===== src/rtl/reg16_sclr_pkg.sv =====
// reg16_sclr_pkg: shared width/reset defaults and data type for the multiplier datapath
package reg16_sclr_pkg;
  localparam int DEF_WIDTH = 16;
  localparam logic [DEF_WIDTH-1:0] DEF_RESET_VALUE = '0;
  typedef logic [DEF_WIDTH-1:0] data_t;
endpackage


===== src/rtl/reg16_sclr.sv =====
// reg16_sclr: enabled parallel-load register with sync active-low clear; REG16_SCLR_LOAD_FLAG_EN adds load_flag
module reg16_sclr
  import reg16_sclr_pkg::*;
#(
  parameter int WIDTH = DEF_WIDTH,
  parameter logic [WIDTH-1:0] RESET_VALUE = WIDTH'(DEF_RESET_VALUE)
) (
  input  logic             clk,
  input  logic             rst,
  input  logic [WIDTH-1:0] datain,
  input  logic             clk_ena,
  input  logic             sclr_n,
  output logic [WIDTH-1:0] reg_out
`ifdef REG16_SCLR_LOAD_FLAG_EN
  ,
  output logic             load_flag
`endif
);
  // clear wins over load; both only on enabled edges, clear value is always zero
  always_ff @(posedge clk or posedge rst)
    if (rst) reg_out <= RESET_VALUE;
    else if (clk_ena) reg_out <= sclr_n ? datain : '0;
`ifdef REG16_SCLR_LOAD_FLAG_EN
  // one-cycle pulse after any enabled edge, load or clear
  always_ff @(posedge clk or posedge rst)
    if (rst) load_flag <= 1'b0;
    else load_flag <= clk_ena;
`endif
  // control inputs must be known whenever the register can update
  a_ctrl_known: assert property (@(posedge clk) disable iff (rst) !$isunknown({clk_ena, sclr_n}))
    else $error("reg16_sclr: X/Z on clk_ena or sclr_n");
endmodule


===== config.mk =====
export PLATFORM = sky130hd
export DESIGN_NAME = reg16_sclr
export DESIGN_NICKNAME = d
export VERILOG_FILES = /design/src/rtl/reg16_sclr_pkg.sv /design/src/rtl/reg16_sclr.sv
export SDC_FILE = /design/constraint.sdc
export NUM_CORES = 1
export LEC_CHECK = 0
export CAP_MARGIN = 25
export CORE_ASPECT_RATIO = 1.4
export CORE_UTILIZATION = 31
export DETAILED_ROUTE_END_ITERATION = 6
export PLACE_DENSITY_LB_ADDON = 0.12
export SLEW_MARGIN = 20
export SYNTH_ARGS = -nofsm -noshare
export SYNTH_HDL_FRONTEND = slang
export SYNTH_SLANG_ARGS = --single-unit

===== constraint.sdc =====
create_clock -name clk -period 0.8 [get_ports clk]
set_input_delay 0.16 -clock clk [delete_from_list [all_inputs] [get_ports clk]]
set_output_delay 0.16 -clock clk [all_outputs]
set_load 0.02 [all_outputs]

# Word level (Yosys, flattened, before mapping)
# Cells that the tools add are included.
# Widths: inputs -> output; s select.
[word_totals]
elab_cells = 2
in_bits = 20
out_inout_bits = 16
reg_bits = 16
[op_classes]
mux = 1
[op_table]
columns = ["op", "count"]
rows = [
  ["$mux 16", 1],
]

# Logic depth before layout (Yosys ltp)
# Gate-level depths: netlist of the first run.
[logic_depth]
depth_word = 1
mapped_depth = 4
depth_no_buf = 2

# Worst setup path after synthesis of the first run
# No wires, ideal clock.
[synth_timing]
path_type = "in2reg"
from = "input sclr_n"
to = "register reg_out[6]"
arrival_ps = 727
setup_slack_ps = -48
path_buffers = 2
setup_time_ps = 121
path_stages = 4
required_time_ps = 679
path_cell_list = "and2_1 > buf_6 > buf_6 > a22o_1"
[synth_via]
elab_chain_cells = 1
[synth_rtl]
columns = ["item", "line", "source"]
rows = [
  ["from (decl)", "reg16_sclr.sv:12", "input logic sclr_n,"],
  ["$mux 16", "reg16_sclr.sv:22", "else if (clk_ena) reg_out <= sclr_n ? datain : '0;"],
  ["to (signal assigned)", "reg16_sclr.sv:22", ""],
  ["to (decl)", "reg16_sclr.sv:13", "output logic [WIDTH-1:0] reg_out"],
]
# No other way between the ends.
# A chain may end at the register's enable or synchronous reset.

# Worst setup path after layout of the first run
[layout_timing]
from = "register reg_out[2]"
to = "output reg_out[2]"
# No word-level cell between the ends.

==> results of run 1 <==
-- routing by layer --
layer	wire length, um	vias to the layer above	global-route usage
li1	-	236	-
met3	95	0	0.0294
met4	0	0	0.0862
met1	632	236	0.192
met5	0	-	0
met2	709	24	0.242
-- synth_stat cells --
cell | n | area (um^2)
a22o_1 | 16 | 140
dfrtp_1 | 16 | 400
buf_6 | 2 | 22.5
inv_1 | 2 | 7.51
and2_1 | 1 | 6.26
buf_2 | 1 | 5.00
-- layout by cell type (no fill, tap or decap) --
| cell type | count |
|---|---|
| a22o_1 | 16 |
| and2_4 | 2 |
| buf_12 | 1 |
| buf_4 | 7 |
| buf_6 | 18 |
| clkbuf_4 | 3 |
| clkbuf_8 | 1 |
| clkdlybuf4s50_1 | 17 |
| clkinvlp_4 | 1 |
| dfrtp_1 | 16 |
| dlygate4sd2_1 | 1 |
| dlymetal6s2s_1 | 1 |
| inv_1 | 1 |
-- area by class of cell --
type | instances | area, um^2 | area share
multi-input cells | 18 | 158 | 0.144
repair buffers | 45 | 467 | 0.425
well taps | 20 | 25.0 | 0.0228
clock buffers | 4 | 36.3 | 0.0331
inverters | 2 | 11.3 | 0.0103
flip-flops and latches | 16 | 400 | 0.365
-- kinds of logic after synthesis --
logic type / Yosys count / share of synthesized area
AOI/OAI and AO/OA: 16 / 0.241
buffers and inverters: 5 / 0.0602
DFF: 16 / 0.688
and+or+nand+nor: 1 / 0.0108
-- final timing paths --
kind / end / startpoint / slack, ns
worst max-delay path: reg_out[2] / reg_out[2] / -0.19
worst min-delay path: reg_out[7] / rst / 0.19
worst max register to register: reg_out[8] / reg_out[8] / -0.06
worst min register to register: reg_out[7] / reg_out[7] / 0.55
max in group asynchronous: reg_out[10] / rst / 0.49
min in group clk: reg_out[1] / sclr_n / 0.35
-- metrics by stage --
| step | area (um^2) | power, uW | instances | TNS [ns] |
|---|---|---|---|---|
| floorplan | 584 | 1100 | 38 | -0.175 |
| global placement | 997 | 1370 | 97 | -11.52 |
| detailed placement | 997 | 1370 | 97 | -11.92 |
| CTS | 1080 | 1940 | 104 | -3.31 |
| global route | 1100 | 2030 | 105 | -3.94 |
| finish | 1100 | 1920 | 105 | -3.15 |
-- power groups by stage --
| stage | Combinational, uW | Sequential [uW] | Clock (uW) |
|---|---|---|---|
| floorplan | 102 | 997 | 0 |
| global placement | 448 | 919 | 0 |
| detailed placement | 453 | 920 | 0 |
| CTS | 481 | 921 | 536 |
| global route | 515 | 928 | 582 |
| finish | 485 | 922 | 515 |
-- worst register-to-register path, stage by stage, from the launching register on --
cell,delay [ns]
dfrtp_1,0.41
buf_6,0.13
a22o_1,0.22
-- repair_timing --
action                                  4_1_cts  5_1_grt
buffers inserted                              4        2
gates cloned                                  0        1
resized for setup                            99        4
endpoints found under the setup margin       32       30
pin swaps                                     7        2
hold endpoints to repair                      0        0
==> metrics.txt, run 1 <==
Crit Path Max Fanout=2; grt ovf=0; Worst slew margin=0.892; Combinational Power Share=0.252; CTS tree=done; Worst-Skew Late Latency=0.28 ns; Crit path depth=1; Tightest Hold Check Type=input pin to async pin; status=complete, but fails checks; WP data required=approximately 0.64 ns; Lkg Pwr=about 0.00054 uW; final hold violation count=0; clock skew=0 ns; DRT antenna net count=0; Yosys reg bits=16; row count=18; Sequential Power Share=0.479; PortBufs=35; final period utilization=1.24; PwrDens=1750 nW/um^2; clock sink count=16; register area share after synthesis=0.688; CP cell instances=buf_6; Worst EP arrival=roughly 0.83 ns; Final Max Tran Viols=0; core area=about 1800 um^2; worst setup margin=-0.191 ns; Longest Clk Path Bufs=2; die area=between 2000 and 2500 um^2; Largest Register=reg_out; fin crit period=just under 1 ns; Setup crit start kind=flop; initial antenna violation count=0; vias in the first global route=approximately 500; max FFs per register=16; Netlist cell types=6; Sw Ratio=0.247; post-layout util=0.625; f_max=slightly above 1000 MHz; delay-heaviest family, CP=flip-flops; Worst-Margin Slew=0.161 ns; share of cells above drive strength 1=0.388; initial core utilization=0.331; CTS H-tree depth=1; io pins=36; Ant. Diodes=0; Crit. End Element=output pin; TritonCTS buffer count=3; via-per-instance ratio=between 4 and 5; Synth-to-Final Area Change=88.6%; Global Route Usage Sum=0.154; Worst-path clk slew=0.09 ns; Post-Route WL=approximately 1400 um; Avg Synthesized Cell Area=between 15 and 20 um^2; DP HPWL=approximately 950 um; wire per inst=13.7 um; WP buf/inv=1; Placer Congestion=0.632; Die Height=between 50 and 60 um; RSZ-0062 raised after global routing=true; Final #Nets=roughly 110; largest net degree at the start of global routing=17; fillers=144; internal power=1450 uW; Clk Tree Root Cell=clkbuf_4; Setup WS pre-CTS=-0.494 ns; Net Count, Synth=58; Die Wd=38.6 um; cells after synthesis=38; first-pass GRT wire length=about 2200 um; P_sw=between 400 and 500 uW; vias after detailed routing=496; Cell Area, Synth=582 um^2; Ys Warns=0; max-cap check violation count=0; cts-stage hold buffer count=0; Residual DRC=0; peak supply drop=0.976 mV; DRT Pass-1 Iters=2; FF-to-FF path depth=2; drt first-iter violations=2; CP max stage cell=dfrtp_1; WHS=roughly 0.19 ns; kind of critical path=flop to output pin; clock network fraction of total power=0.268; failing checks=setup timing; largest registers=reg_out (16); CP max stage delay=roughly 0.41 ns; Finish-stage setup viols=23
No activity file was read; power rests on OpenSTA's default activity.
==> inputs of run 2 (changes only) <==
--- a/config.mk
+++ b/config.mk
@@ -7,6 +7,7 @@
 export LEC_CHECK = 0
 export CAP_MARGIN = 25
 export CORE_ASPECT_RATIO = 1.4
+export CORE_MARGIN = 2
 export CORE_UTILIZATION = 31
 export DETAILED_ROUTE_END_ITERATION = 6
 export PLACE_DENSITY_LB_ADDON = 0.12
==> metrics.txt, run 2 (synthesized netlist as in run 1, its figures left out) <==
status=complete, but fails checks; failing checks=setup timing; PortBufs=35; clock skew=0 ns; CTS tree=done; Placer Congestion=roughly 0.60; reg2reg setup slack=-0.05 ns; global route hottest layer=met2; Largest Register=reg_out; fillers=between 150 and 200; initial core utilization=0.331; commonest non-fill, non-tap cell in the layout=buf_6; crit path launch=reg_out[2]; fin crit period=a little over 1 ns; initial antenna violation count=0; WP buf/inv=1; Ant. Diodes=0; first-pass GRT wire length=between 2000 and 2500 um; share of cells above drive strength 1=0.400; RR Endpoint=reg_out[2]; Finish-stage setup viols=24; grt ovf=0; Die Height=approximately 55 um; cts-stage hold buffer count=0; Final #Nets=between 100 and 150; CTS H-tree depth=1; drt first-iter violations=3; io pins=36; Worst-path clk slew=0.10 ns; crit path capture=reg_out[2]; met3 Track Usage GR=0.0281; DP HPWL=just under 1000 um; wire per inst=around 14 um; f_max=989 MHz; RSZ-0062 raised after global routing=true; delay-heaviest family, CP=flip-flops; WP data required=between 0.6 and 0.7 ns; CP max stage delay=~0.42 ns; CP max stage cell=dfrtp_1; max FFs per register=16; Residual DRC=0; core area=about 1800 um^2; Final Max Tran Viols=0; total placed cells including tap cells=between 90 and 100; FF-to-FF Start=reg_out[2]; max-cap check violation count=0; Die Wd=about 41 um; Clk Tree Root Cell=clkbuf_4; final hold violation count=0; most frequent cells in the layout=21 x buf_6, 18 x clkdlybuf4s50_1, 16 x a22o_1, 16 x dfrtp_1; kind of critical path=flop to output pin; Crit. End Element=output pin; largest net degree at the start of global routing=17; post-layout instance area=between 1000 and 1500 um^2; worst setup margin=-0.211 ns; Crit Path Max Fanout=2; placed instance area=between 900 and 1000 um^2; Setup crit start kind=flop; final period utilization=1.26; row count=18; Longest Clk Path Bufs=2; PwrDens=roughly 1800 nW/um^2; M2 GR Usage=0.227; peak supply drop=between 1 and 1.5 mV; via-per-instance ratio=roughly 4.8; DRT Pass-1 Iters=2; Worst EP arrival=0.85 ns; vias in the first global route=~520; Synth-to-Final Area Change=89.5%; DRT antenna net count=0; Worst-Skew Late Latency=0.28 ns; CP cell instances=buf_6; Worst slew margin=0.892; clock sink count=16; met1 Usage GRT=0.176; Crit path depth=1; FF-to-FF path depth=2; Tightest Hold Check Type=input pin to async pin; TritonCTS buffer count=3; Post-Route WL=between 1500 and 2000 um; Lkg Pwr=0.000532 uW; Non-Filler Instances=around 110; Worst-Margin Slew=0.161 ns; largest registers=reg_out (16); vias after detailed routing=509; Global Route Usage Sum=0.141; die area=roughly 2200 um^2
run 2: cell count changes in the layout (fill, tap and decap cells not counted):
| cell | before | now |
|---|---|---|
| clkbuf_2 | 0 | 1 |
| buf_6 | 18 | 21 |
| dlymetal6s2s_1 | 1 | 0 |
| buf_4 | 7 | 3 |
| clkdlybuf4s50_1 | 17 | 18 |
| clkinvlp_4 | 1 | 2 |
| dlygate4sd2_1 | 1 | 0 |
run 2: routing by layer:
layer / vias to the layer above / part of all wire
li1: 237 / -
met1: 245 / 0.40
met2: 25 / 0.52
met3: 2 / 0.074
met4: 0 / 0.010
met5: - / 0
run 2: what timing repair did:
item,CTS,global route
gates cloned,1,1
pin swaps,7,5
resized for setup,100,7
buffers inserted,4,5
endpoints found under the setup margin,32,29
hold endpoints to repair,0,0
run 2: cell type report:
| cell class | instances | area, um^2 | area share |
|---|---|---|---|
| Multi-Input combinational cell | 18 | 158 | 0.143 |
| Timing Repair inverter | 1 | 7.51 | 0.00681 |
| Inverter | 2 | 11.3 | 0.0102 |
| Sequential cell | 16 | 400 | 0.363 |
| Clock buffer | 4 | 36.3 | 0.0329 |
| Tap cell | 20 | 25.0 | 0.0227 |
| Timing Repair Buffer | 44 | 464 | 0.421 |
run 2: worst min path at each step:
| stage | start | endpoint | slack, ns | cells past startpoint |
|---|---|---|---|---|
| 2_1_floorplan | rst | reg_out[0] | 0.07 | 1 |
| 3_3_place_gp | rst | reg_out[7] | 0.48 | 3 |
| 3_5_place_dp | rst | reg_out[7] | 0.49 | 3 |
| 4_1_cts | rst | reg_out[9] | 0.18 | 3 |
| 5_1_grt | rst | reg_out[9] | 0.18 | 3 |
| 6_report | rst | reg_out[9] | 0.18 | 3 |
run 2: power breakdown:
| part | switching, uW | total [uW] | internal [uW] |
|---|---|---|---|
| sequential | 50.7 | 921 | 871 |
| combinational | 190 | 496 | 306 |
| clock | 248 | 525 | 277 |
run 2: metrics by stage:
stage,hold WS (ns),setup TNS [ns],util,power [uW],setup WS (ns)
after floorplan,0.0737,-0.175,-,1100,-0.0175
after global placement,0.482,-11.54,0.568,1370,-0.452
after detailed placement,0.486,-11.77,0.568,1370,-0.481
after CTS,0.178,-3.26,0.610,1930,-0.214
after global routing,0.185,-3.91,0.627,2030,-0.244
final,0.176,-3.27,0.627,1940,-0.211
run 2: worst reg2reg max path: cells and delay by family (launching register included):
family	cells	cell delay (ns)
DFF	1	0.42
AOI/OAI and AO/OA	1	0.20
buffers and inverters	1	0.13
==> inputs of run 3 (changes only) <==
--- a/config.mk
+++ b/config.mk
@@ -6,9 +6,7 @@
 export NUM_CORES = 1
 export LEC_CHECK = 0
 export CAP_MARGIN = 25
-export CORE_ASPECT_RATIO = 1.4
-export CORE_MARGIN = 2
-export CORE_UTILIZATION = 31
+export CORE_UTILIZATION = 35
 export DETAILED_ROUTE_END_ITERATION = 6
 export PLACE_DENSITY_LB_ADDON = 0.12
 export SLEW_MARGIN = 20
==> constraint.sdc (replaced) <==
create_clock -name clk -period 1.1 [get_ports clk]
set_input_delay 0.22 -clock clk [delete_from_list [all_inputs] [get_ports clk]]
set_output_delay 0.22 -clock clk [all_outputs]
set_load 0.02 [all_outputs]
==> metrics.txt, run 3 (synthesized netlist as in run 1, its figures left out) <==
kind of critical path=flop to output pin; share of cells above drive strength 1=0.376; vias after detailed routing=about 510; crit path launch=reg_out[2]; via-per-instance ratio=5.06; Sum Neg Setup Slack=0 ns; clock sink count=16; delay-heaviest family, CP=flip-flops; drt first-iter violations=4; wire per inst=about 13 um; Longest Clk Path Bufs=2; Worst-path clk slew=about 0.090 ns; total power=1330 uW; RR Endpoint=reg_out[6]; Finish-stage setup viols=0; DRT antenna net count=0; Ant. Diodes=0; max-cap check violation count=0; Sw Ratio=0.251; CP max stage cell=dfrtp_1; clock network fraction of total power=0.286; RSZ-0062 raised after global routing=false; CTS tree=done; Worst-Margin Slew=roughly 0.48 ns; Tightest Hold Check Type=input pin to async pin; Synth-to-Final Area Change=68.0%; DRT Pass-1 Iters=2; CP max stage delay=about 0.4 ns; Setup crit start kind=flop; Sequential Power Share=0.493; Crit Path Max Fanout=2; Worst-Skew Late Latency=between 0.2 and 0.3 ns; Largest Register=reg_out; max FFs per register=16; PortBufs=35; Clk Tree Root Cell=clkbuf_4; WP buf/inv=1; cts-stage hold buffer count=0; Combinational Power Share=0.221; CP cell instances=buf_2; most frequent cells in the layout=19 x clkdlybuf4s50_1, 16 x a22o_1, 16 x dfrtp_1; reg2reg setup slack=about 0.12 ns; die area=approximately 1800 um^2; Die Wd=approximately 43 um; FF-to-FF path depth=3; commonest non-fill, non-tap cell in the layout=clkdlybuf4s50_1; Setup WS pre-CTS=-0.380 ns; largest net degree at the start of global routing=17; internal power=about 1000 uW; Final #Nets=approximately 110; core area=1520 um^2; CTS H-tree depth=1; row count=14; Lkg Pwr=0.000515 uW; clock skew=0 ns; status=completed; peak supply drop=between 0.7 and 0.8 mV; Global Route Usage Sum=0.171; P_sw=about 330 uW; Worst EP arrival=roughly 0.85 ns; first-pass GRT wire length=around 2300 um; Final Max Tran Viols=0; initial core utilization=0.382; grt ovf=0; vias in the first global route=520; f_max=between 900 and 1000 MHz; final hold violation count=0; fin crit period=between 1 and 1.5 ns; Placer Congestion=about 0.66; Crit. End Element=output pin; WP data required=between 0.8 and 0.9 ns; PwrDens=around 1400 nW/um^2; TritonCTS buffer count=3; Worst slew margin=0.683; Post-Route WL=between 1000 and 1500 um; io pins=36; Residual DRC=0; final period utilization=0.972; Die Height=~43 um; largest registers=reg_out (16); worst setup margin=between 0.03 and 0.04 ns; initial antenna violation count=0; FF-to-FF Start=reg_out[6]; post-layout util=0.641
run 3: cell count changes in the layout (fill, tap and decap cells not counted), moves of 2 or more:
cell        delta
clkinvlp_4     -2
and2_4         -2
buf_2         +14
buf_4          +8
buf_6         -19
run 3: worst max path at each step:
stage             endpoint  slack [ns]  depth (start not counted)
3_5_place_dp    reg_out[0]       -0.38                          3
3_3_place_gp   reg_out[15]       -0.33                          3
2_1_floorplan   reg_out[6]        0.19                          4
4_1_cts         reg_out[6]        0.02                          1
5_1_grt         reg_out[5]      0.0002                          1
6_report        reg_out[2]        0.03                          1
run 3: cell type report:
type / instances / area [um^2]
Fill cell: 150 / 547
Sequential cell: 16 / 400
Timing Repair Buffer: 46 / 365
Multi-Input combinational cell: 17 / 148
Clock buffer: 4 / 36.3
Tap cell: 16 / 20.0
Inverter: 2 / 7.51
run 3: power groups by stage:
stage	Clock, uW	Sequential (uW)	Combinational (uW)
after floorplan	0	725	73.1
after global placement	0	669	324
after detailed placement	0	669	328
after CTS	390	658	284
after global routing	419	664	316
final	381	658	295
run 3: per-stage QoR:
stage	cell area [um^2]	hold slack (ns)	std cells
CTS	950	0.201	99
floorplan	582	0.134	38
global route	977	0.211	101
finish	977	0.203	101
detailed placement	992	0.500	95
global placement	992	0.495	95
run 3: tightest hold or removal path, cell delays in order:
cell and delay, ns:
clkdlybuf4s50_1 0.39, inv_1 0.07, buf_4 0.15
run 3: repair_timing:
action,CTS,global route
setup endpoints to repair,32,2
resized for setup,65,4
setup buffers,0,2
run 3: routing by layer:
layer	global-route usage	vias up	share of wire
met2	0.267	24	0.47
met4	0.0750	0	0.016
met3	0.0426	4	0.060
met5	0	-	0
met1	0.223	246	0.45
li1	-	237	-
